[src/rtl/sar_adc_pkg.sv]
// Shared types and defaults for the SAR ADC controller.
package sar_pkg;

    localparam int ADC_WIDTH_DEF = 8;

    typedef enum logic {
        IDLE = 1'b0,
        CONV = 1'b1
    } sar_state_t;

endpackage

[src/rtl/sar_adc_if.sv]
// Analog front-end / sample-consumer bundle of the SAR ADC controller.
// master: the side that requests conversions and supplies the comparator bit.
// slave:  the SAR controller itself.
interface sar_adc_if #(parameter int W = sar_pkg::ADC_WIDTH_DEF);

    logic         cmp;
    logic         start;
    logic [W-1:0] DACF;
    logic         eoc;
    logic         den;
    logic [W-1:0] Dout;

    modport master (
        output cmp,
        output start,
        input  DACF,
        input  eoc,
        input  den,
        input  Dout
    );

    modport slave (
        input  cmp,
        input  start,
        output DACF,
        output eoc,
        output den,
        output Dout
    );

endinterface

[src/rtl/sar_adc.sv]
// SAR ADC controller: resolves one bit per clock MSB first, then publishes
// the result with a one-cycle den strobe and a sticky eoc level.
// The code register doubles as the DAC trial code, so DACF is always registered.
module sar_adc
    import sar_pkg::*;
#(
    parameter int ADC_WIDTH = ADC_WIDTH_DEF
) (
    input  logic        clk,
    input  logic        rst_n,
    sar_adc_if.slave    bus
);

    localparam int IDX_W = (ADC_WIDTH > 1) ? $clog2(ADC_WIDTH) : 1;
    localparam logic [IDX_W-1:0] IDX_MSB = IDX_W'(ADC_WIDTH - 1);
    localparam logic [ADC_WIDTH-1:0] CODE_MSB = {1'b1, {(ADC_WIDTH-1){1'b0}}};

    sar_state_t           state;
    logic [IDX_W-1:0]     idx;
    logic [ADC_WIDTH-1:0] code_q;
    logic [ADC_WIDTH-1:0] dout_q;
    logic                 eoc_q;
    logic                 den_q;

    logic [ADC_WIDTH-1:0] resolved;
    logic [ADC_WIDTH-1:0] trial;

    // Decide the current bit from the comparator, then raise the next trial bit
    always_comb begin
        resolved = code_q;
        if (!bus.cmp) begin
            resolved[idx] = 1'b0;
        end
        trial = resolved;
        if (idx != '0) begin
            trial[idx - IDX_W'(1)] = 1'b1;
        end
    end

    // Conversion FSM with registered DAC code, result, and status flags
    always_ff @(posedge clk or negedge rst_n) begin
        if (!rst_n) begin
            state  <= IDLE;
            idx    <= IDX_MSB;
            code_q <= '0;
            dout_q <= '0;
            eoc_q  <= 1'b0;
            den_q  <= 1'b0;
        end else begin
            den_q <= 1'b0;
            case (state)
                IDLE: begin
                    if (bus.start) begin
                        code_q <= CODE_MSB;
                        idx    <= IDX_MSB;
                        eoc_q  <= 1'b0;
                        state  <= CONV;
                    end
                end
                CONV: begin
                    // start is deliberately ignored here: no restart, no queueing
                    if (idx != '0) begin
                        code_q <= trial;
                        idx    <= idx - IDX_W'(1);
                    end else begin
                        code_q <= resolved;
                        dout_q <= resolved;
                        den_q  <= 1'b1;
                        eoc_q  <= 1'b1;
                        state  <= IDLE;
                    end
                end
                default: state <= IDLE;
            endcase
        end
    end

    assign bus.DACF = code_q;
    assign bus.Dout = dout_q;
    assign bus.eoc  = eoc_q;
    assign bus.den  = den_q;

endmodule

[src/flat_wrapper.sv]
// flat-port wrapper written by rule: the top's interface ports become plain ports
module sar_adc_flat import sar_pkg::*;
#(
    parameter int ADC_WIDTH = ADC_WIDTH_DEF
)
  (clk, rst_n, bus_cmp, bus_start, bus_DACF, bus_eoc, bus_den, bus_Dout);
  sar_adc_if #(.W((8))) bus_i ();
  input  logic clk;
  input  logic rst_n;
  input wire logic [$bits(bus_i.cmp)-1:0] bus_cmp;
  input wire logic [$bits(bus_i.start)-1:0] bus_start;
  output wire logic [$bits(bus_i.DACF)-1:0] bus_DACF;
  output wire logic [$bits(bus_i.eoc)-1:0] bus_eoc;
  output wire logic [$bits(bus_i.den)-1:0] bus_den;
  output wire logic [$bits(bus_i.Dout)-1:0] bus_Dout;
  assign bus_i.cmp = bus_cmp;
  assign bus_i.start = bus_start;
  assign bus_DACF = bus_i.DACF;
  assign bus_eoc = bus_i.eoc;
  assign bus_den = bus_i.den;
  assign bus_Dout = bus_i.Dout;
  sar_adc #(.ADC_WIDTH(ADC_WIDTH)) u_core (.clk(clk), .rst_n(rst_n), .bus(bus_i));
endmodule
[config.mk]
export PLATFORM = sky130hd
export DESIGN_NAME = sar_adc_flat
export DESIGN_NICKNAME = d
export VERILOG_FILES = /design/src/rtl/sar_adc_pkg.sv /design/src/rtl/sar_adc_if.sv /design/src/rtl/sar_adc.sv /design/src/flat_wrapper.sv
export SDC_FILE = /design/constraint.sdc
export NUM_CORES = 1
export LEC_CHECK = 0
export CAP_MARGIN = 15
export CORE_UTILIZATION = 30
export CTS_CLUSTER_SIZE = 30
export DETAILED_ROUTE_END_ITERATION = 10
export DONT_BUFFER_PORTS = 1
export PLACE_DENSITY_LB_ADDON = 0.15
export SYNTH_ARGS = -nofsm -noshare
export SYNTH_HDL_FRONTEND = slang
export SYNTH_SLANG_ARGS = --single-unit
[constraint.sdc]
create_clock -name clk -period 2.2 [get_ports clk]
set_input_delay 0.44 -clock clk [delete_from_list [all_inputs] [get_ports clk]]
set_output_delay 0.44 -clock clk [all_outputs]
set_load 0.1 [all_outputs]
==> run summary, run 1 <==
status = finished, final reports clean
Tcrit/Tclk final = 0.854
commonest cells after routing, fill and taps aside = nand2_1, buf_4, dfrtp_1, o21ai_0, nand3_1
Fin Clk Skew = 5.32 ps
RR Startpoint = u_core.idx[1]$_DFFE_PN1P_
io pins = 22
Max clock buf depth = 2
antenna violations before repair = 0
Vias/cell = 5.07
Synth Warn # = 0
RePlAce Congestion = 0.812
crit path cell chain = inv_1, ha_1, and4b_2, a221oi_1, a21oi_1
TNS Setup = 0 ps
die extent in y = 61.6 um
fillers = 358
drt pass-1 iters = 4
post-CTS resize count = 0
Seq/Total Area, Yosys = 0.519
Synth Area per Inst = 10.2 um^2
slowest stage delay, CP = 630 ps
share of layout cells above drive strength 1 = 0.280
Fmax achieved = 532 MHz
Critical Setup Path Class = reg2reg
Worst Reg-to-Reg Cells = 5
area delta synth->final = 23.1%
worst slew pin tran = 501 ps
Worst EP arrival = 2090 ps
total gr overflow = 0
hold buffers post-CTS = 1
Remaining DRCs = 0
total CTS buffers = 3
crit end category = flip-flop
distinct cell type count after synthesis = 31
Cells on Worst Hold Path = 3
min cycle time layout = 1880 ps
clock tree sinks = 22
remaining antenna violation count after routing = 0
r2r setup slk = 320 ps
CP bufs+invs = 1
CP delay by family, top = flip-flops
Hold Crit Class = in2reg
Crit Reg-Reg Endpoint = u_core.bus.DACF[6]$_DFFE_PN0P_
WL final = 2450 um
Syn Nets = 111
crit path max-delay cell type = dfstp_2
layout net count = 132
clock tree from TritonCTS = yes
commonest non-fill, non-tap cell in the layout = nand2_1
Final HPWL DP = 1800 um
Cell Area, Synth = 0.00107 mm^2
Post-CTS Setup Inserts = 0
Slew Viols, Final = 0
Critical Path Fanout Max = 8
floorplan core area = 0.00336 mm^2
Initial DRC Count = 29
Synth Instances = 105
Reg clk slew, reported paths = 130 ps
Slew HR = 0.666
RSZ-0062 raised after global routing = false
hold endpoint = u_core.bus.DACF[0]$_DFFE_PN0P_
most crowded layer after global routing = met2
Hold Startpoint = bus_start
Initial Util = 0.317
H-Tree Depth = 1
final setup vio count = 0
M3 GR Usage = 0.0588
Worst EP required = 2420 ps
first-pass GRT wire length = 4150 um
Antenna diodes = 0
Die W = 61.6 um
GRT Util Overall = 0.160
Root Driver = clkbuf_4
met2 GRT Util = 0.244
later-pin clock latency in the skew report = 330 ps
#FFs+latches synth = 22
Row Count = 21
routed length per instance = 14.3 um
Vias = 867
die area = 0.00380 mm^2
Hold Vio Cnt, Final = 0
max_cap viols = 0
buffers added on ports = 0
Startpoint Class = flip-flop
largest net degree at the start of global routing = 23
vias in the first global route = 830
GR Util met1 = 0.200
[cell usage after synthesis]
library cell,instances,area [um^2]
or2_2,1,6.26
a22oi_1,2,15.0
nand4bb_1,1,11.3
o311ai_0,1,8.76
buf_6,1,11.3
nor3_1,1,5.00
mux2i_1,1,10.0
inv_1,4,15.0
a221oi_1,1,8.76
nor2_1,3,11.3
nand3b_1,2,15.0
o311ai_2,3,48.8
o21a_1,3,22.5
o31ai_1,2,15.0
nand2b_1,2,12.5
buf_2,4,20.0
nand2_1,20,75.1
dfstp_2,3,78.8
dfrtp_1,19,475
a31oi_1,1,6.26
nand4b_1,1,8.76
or3b_4,1,11.3
inv_2,1,3.75
nand3_1,7,35.0
o21ai_0,9,45.0
o211ai_1,3,22.5
and4bb_2,1,12.5
o21ai_1,1,5.00
and4b_2,1,11.3
a21oi_1,3,15.0
ha_1,2,25.0
[registers in the layout, indices dropped and copies added (netlist names)]
signal           count
u_core.bus.DACF      8
u_core.state         1
u_core.bus.den       1
u_core.bus.Dout      8
u_core.idx           3
u_core.bus.eoc       1
[worst max-delay path by stage]
stage                              start                        endpoint  slack, ps  depth (start not counted)
2_1_floorplan  u_core.idx[1]$_DFFE_PN1P_  u_core.bus.DACF[6]$_DFFE_PN0P_        510                          5
3_3_place_gp   u_core.idx[1]$_DFFE_PN1P_  u_core.bus.DACF[6]$_DFFE_PN0P_        410                          5
3_5_place_dp   u_core.idx[1]$_DFFE_PN1P_  u_core.bus.DACF[6]$_DFFE_PN0P_        360                          5
4_1_cts        u_core.idx[1]$_DFFE_PN1P_  u_core.bus.DACF[6]$_DFFE_PN0P_        350                          5
5_1_grt        u_core.idx[1]$_DFFE_PN1P_  u_core.bus.DACF[6]$_DFFE_PN0P_        210                          5
6_report       u_core.idx[1]$_DFFE_PN1P_  u_core.bus.DACF[6]$_DFFE_PN0P_        320                          5
[stage by stage]
step                       util  hold WS [ps]  instances  worst slack (ps)  cell area [um^2]
after floorplan               -           144        105               514              1070
after global placement    0.368           145        165               405              1240
after detailed placement  0.368           145        165               358              1240
after CTS                 0.386           312        170               347              1300
after global routing      0.391           318        171               208              1310
final                     0.391           322        171               321              1310
[worst register-to-register path, stage by stage, from the launching register on]
cell	delay, ps
dfstp_2	630
inv_1	150
ha_1	410
and4b_2	260
a221oi_1	250
a21oi_1	70
[layout make-up]
cell class                      instances  area (um^2)  area share
Clock buffer                            3         22.5      0.0171
Clock inverter                          1         30.0      0.0229
Inverter                                5         18.8      0.0143
Multi-Input combinational cell         73          463       0.352
Sequential cell                        22          554       0.422
Tap cell                               46         57.6      0.0438
Timing Repair Buffer                   21          168       0.128
[kinds of logic (layout without fill, tap and decap cells)]
group,after synthesis,after routing,share of synthesized area
multiplexers,1,1,0.00938
AND/OR/NAND/NOR,41,41,0.202
adder cells (fa/ha/maj),2,2,0.0234
buffers and inverters,10,30,0.0469
AO/OA/AOI/OAI,29,29,0.199
flip-flops,22,22,0.519
[per-layer routing]
| metal | part of all wire | wire, um | vias to the layer above |
|---|---|---|---|
| met5 | 0 | 0 | - |
| met4 | 0.020 | 50 | 0 |
| met3 | 0.069 | 168 | 5 |
| met2 | 0.47 | 1150 | 31 |
| met1 | 0.44 | 1090 | 414 |
| li1 | - | - | 417 |
Power of run 1 is not shown: default switching activity piles up to over one toggle a cycle in this logic, so the estimate is an artifact.
==> run 2: changes to the inputs <==
- CORE_MARGIN: default -> 10
==> run 2 against run 1 <==
  * Critical path depth did not move
  * Die area rose by 67%
  * Global-route usage fell by 7.5 points
  * Sequential cell count did not move
  * Sequential share of layout area rose by 1.1 points
  * Critical path type unchanged
  * Register-to-register slack barely moved
==> run summary, run 2 (same netlist as run 1, synthesis figures left out) <==
io pins = 22
GRT Util Overall = 0.0849
Root Driver = clkbuf_4
total CTS buffers = 3
Hold Startpoint = bus_start
WL met1 = 1140 um
CP bufs+invs = 1
floorplan core area = 0.00339 mm^2
Die W = 79.6 um
slowest stage delay, CP = 640 ps
max_cap viols = 0
later-pin clock latency in the skew report = 300 ps
clock tree sinks = 22
Hold Vio Cnt, Final = 0
Remaining DRCs = 0
RePlAce Congestion = 0.845
Vias = 842
Worst EP required = 2390 ps
area delta synth->final = 19.9%
CP Capture Point = u_core.bus.DACF[6]$_DFFE_PN0P_
WL final = 2520 um
min cycle time layout = 1890 ps
Tcrit/Tclk final = 0.859
vias in the first global route = 828
register area = 554 um^2
Initial DRC Count = 40
multi-input logic area = 463 um^2
Fmax achieved = 529 MHz
H-Tree Depth = 1
RSZ-0062 raised after global routing = false
Critical Setup Path Class = reg2reg
Slew HR = 0.327
worst slew pin tran = 1010 ps
Critical Path Fanout Max = 8
die area = 0.00634 mm^2
remaining antenna violation count after routing = 0
buffers added on ports = 0
TNS Setup = 0 ps
commonest cells after routing, fill and taps aside = nand2_1, buf_4, dfrtp_1, o21ai_0, nand3_1
routed length per instance = 14.8 um
r2r setup slk = 310 ps
RR Startpoint = u_core.idx[1]$_DFFE_PN1P_
total gr overflow = 0
Fin Clk Skew = 1.09 ps
antenna violations before repair = 0
Startpoint Class = flip-flop
max layer used = met4
clock tree from TritonCTS = yes
largest net degree at the start of global routing = 23
die extent in y = 79.6 um
crit path max-delay cell type = dfstp_2
Worst EP arrival = 2080 ps
Final HPWL DP = 1930 um
Levels on crit path = 5
CP delay by family, top = flip-flops
Worst Reg-to-Reg Cells = 5
Slew Viols, Final = 0
Post-CTS Setup Inserts = 0
final setup vio count = 0
layout net count = 132
Max clock buf depth = 2
crit path cell chain = inv_1, ha_1, and4b_2, a221oi_1, a21oi_1
Row Count = 21
share of layout cells above drive strength 1 = 0.272
Hold Crit Class = in2reg
status = finished, final reports clean
Vias/cell = 4.92
met2 routed WL = 1140 um
drt pass-1 iters = 4
DR WL met3 = 201 um
Antenna diodes = 0
crit end category = flip-flop
first-pass GRT wire length = 4260 um
fillers = 349
Initial Util = 0.315
Reg clk slew, reported paths = 120 ps
Crit Reg-Reg Endpoint = u_core.bus.DACF[6]$_DFFE_PN0P_
CP Launch Point = u_core.idx[1]$_DFFE_PN1P_
[run 2: cell types whose count changed in the layout (fill, tap and decap cells not counted)]
cell	before	now
buf_4	19	20
buf_8	1	0
bufinv_16	1	0
clkbuf_1	0	1
[run 2: through the flow]
stage	instances	util	hold slack [ps]	setup slack [ps]	area (um^2)
final	171	0.378	367	311	1280
after global routing	171	0.378	374	165	1280
after CTS	171	0.378	363	321	1280
after detailed placement	166	0.367	145	334	1240
after global placement	166	0.367	145	415	1240
after floorplan	105	-	144	514	1070
[run 2: what timing repair did]
item / CTS / global route
resized for setup: 0 / 0
hold endpoints to repair: 22 / 0
hold buffers: 1 / 0
[run 2: area by class of cell]
| type | count | share of cell area |
|---|---|---|
| timing repair buffer | 21 | 0.125 |
| tap | 46 | 0.0450 |
| sequential | 22 | 0.433 |
| clock buffer | 4 | 0.0205 |
| inverter | 5 | 0.0147 |
| multi-input combinational | 73 | 0.362 |
[run 2: worst register-to-register path, delay by kind of cell, from the launching register on]
family,cells,cell delay (ps)
AOI/OAI and AO/OA,2,330
adders and majority gates,1,410
buffers and inverters,1,140
DFF,1,640
and+or+nand+nor,1,260
[run 2: worst min path at each step]
stage / endpoint / depth (start not counted) / slack, ps
after floorplan: u_core.bus.DACF[0]$_DFFE_PN0P_ / 0 / 140
after global placement: u_core.bus.den$_DFF_PN0_ / 0 / 150
after detailed placement: u_core.bus.den$_DFF_PN0_ / 0 / 150
after CTS: u_core.bus.DACF[0]$_DFFE_PN0P_ / 3 / 360
after global routing: u_core.bus.DACF[0]$_DFFE_PN0P_ / 3 / 370
final: u_core.bus.DACF[0]$_DFFE_PN0P_ / 3 / 370
[run 2: metal layers]
metal / GRT usage / vias to the layer above
met4: 0.0358 / 0
met2: 0.129 / 29
met1: 0.103 / 391
met5: 0 / -
li1: - / 418
met3: 0.0338 / 4
Power of run 2 is left out for the same reason.
==> run 3: changes to the inputs <==
- PLACE_DENSITY: default -> 0.5
- PLACE_DENSITY_LB_ADDON: 0.15 -> default
==> run 3 against run 2 <==
  * Register-to-register slack gained 20 ps
  * Count of clock-buffer cells in the layout fell by 1
  * Die area unchanged
  * Critical path depth stayed put
  * Critical endpoint unchanged
  * Non-clock buffer count is 1 higher
  * Setup slack better by 20 ps
  * Sequential share of layout area shrank 1.4 points
  * Final area rose by 3.2%
  * Sequential cell count did not move
  * Largest cell class unchanged
  * Hold slack lost 40 ps
  * Core utilization rose by 1.2 points
  * Via count rose by 2.0%
==> run summary, run 3 (same netlist as run 1, synthesis figures left out) <==
status = finished, final reports clean
clock tree sinks = 22
Remaining DRCs = 0
Initial DRC Count = 37
Vias = 859
io pins = 22
Row Count = 21
Final Core Density = 0.390
antenna violations before repair = 0
area delta synth->final = 23.8%
Post-CTS Setup Inserts = 0
WL final = 2520 um
hold endpoint = u_core.bus.DACF[0]$_DFFE_PN0P_
clock tree from TritonCTS = yes
Worst EP required = 2400 ps
crit end category = flip-flop
Slew HR = 0.619
fillers = 344
later-pin clock latency in the skew report = 320 ps
Final HPWL DP = 1910 um
min cycle time layout = 1870 ps
Tcrit/Tclk final = 0.850
die area = 0.00634 mm^2
Crit Reg-Reg Endpoint = u_core.bus.DACF[6]$_DFFE_PN0P_
Fmax achieved = 535 MHz
RSZ-0062 raised after global routing = false
commonest cells after routing, fill and taps aside = nand2_1, buf_4, dfrtp_1, o21ai_0, nand3_1
Fin Clk Skew = 3.40 ps
share of layout cells above drive strength 1 = 0.286
floorplan core area = 0.00339 mm^2
Worst Reg-to-Reg Cells = 5
Critical Path Fanout Max = 8
Vias/cell = 4.99
TNS Setup = 0 ps
r2r setup slk = 330 ps
drt pass-1 iters = 4
routed length per instance = 14.6 um
GRT Util Overall = 0.0835
remaining antenna violation count after routing = 0
largest net degree at the start of global routing = 23
H-Tree Depth = 1
vias in the first global route = 794
Max clock buf depth = 2
buffers added on ports = 0
first-pass GRT wire length = 4090 um
total gr overflow = 0
Hold Vio Cnt, Final = 0
Hold Crit Class = in2reg
Antenna diodes = 0
fin cells = 172
Worst EP arrival = 2070 ps
Critical Setup Path Class = reg2reg
total CTS buffers = 3
worst slew pin tran = 570 ps
die extent in y = 79.6 um
Startpoint Class = flip-flop
layout net count = 133
Cells on Worst Hold Path = 3
Initial Util = 0.315
final setup vio count = 0
Reg clk slew, reported paths = 130 ps
Die W = 79.6 um
RePlAce Congestion = 0.813
Cells after DPL = 166
Slew Viols, Final = 0
Hold Startpoint = bus_start
Root Driver = clkbuf_4
max_cap viols = 0
RR Startpoint = u_core.idx[1]$_DFFE_PN1P_
==> run 3: cell count changes in the layout (fill, tap and decap cells not counted) <==
cell,change
buf_8,+1
bufinv_16,+1
clkbuf_1,-1
==> run 3: per-layer routing <==
metal  global-route usage  vias to the layer above  part of all wire
met1                0.103                      402              0.43
met3               0.0338                        5             0.095
li1                     -                      424                 -
met5                    0                        -                 0
met4               0.0323                        0             0.015
met2                0.126                       28              0.46
==> run 3: how the worst max path moves through the flow <==
stage	slack (ps)	start	to	depth (start not counted)
detailed placement	360	u_core.idx[1]$_DFFE_PN1P_	u_core.bus.DACF[6]$_DFFE_PN0P_	5
finish	330	u_core.idx[1]$_DFFE_PN1P_	u_core.bus.DACF[6]$_DFFE_PN0P_	5
global route	190	u_core.idx[1]$_DFFE_PN1P_	u_core.bus.DACF[6]$_DFFE_PN0P_	5
global placement	420	u_core.idx[1]$_DFFE_PN1P_	u_core.bus.DACF[6]$_DFFE_PN0P_	5
CTS	340	u_core.idx[1]$_DFFE_PN1P_	u_core.bus.DACF[6]$_DFFE_PN0P_	5
floorplan	510	u_core.idx[1]$_DFFE_PN1P_	u_core.bus.DACF[6]$_DFFE_PN0P_	5
==> run 3: critical path: stages (launching register included) <==
cell	delay, ps
dfstp_2	640
inv_1	140
ha_1	400
and4b_2	260
a221oi_1	240
a21oi_1	70
==> run 3: layout make-up <==
type                       count  area [um^2]  share of cell area
sequential                    22          554               0.420
timing repair buffer          22          175               0.133
inverter                       5         18.8              0.0142
clock inverter                 1         30.0              0.0227
tap                           46         57.6              0.0436
clock buffer                   3         22.5              0.0170
multi-input combinational     73          463               0.350
==> run 3: what timing repair did <==
| action | 4_1_cts | 5_1_grt |
|---|---|---|
| setup endpoints to repair | 0 | 0 |
| resized for setup | 0 | 0 |
| hold buffers | 1 | 0 |
| endpoints found under the hold margin | 22 | 0 |
==> run 3: stage by stage <==
stage / worst slack, ps / hold slack [ps] / cell area [um^2]
3_5_place_dp: 364 / 145 / 1240
3_3_place_gp: 417 / 145 / 1240
4_1_cts: 342 / 331 / 1310
6_report: 331 / 328 / 1320
2_1_floorplan: 514 / 144 / 1070
5_1_grt: 194 / 355 / 1320
Power of run 3 is left out for the same reason.
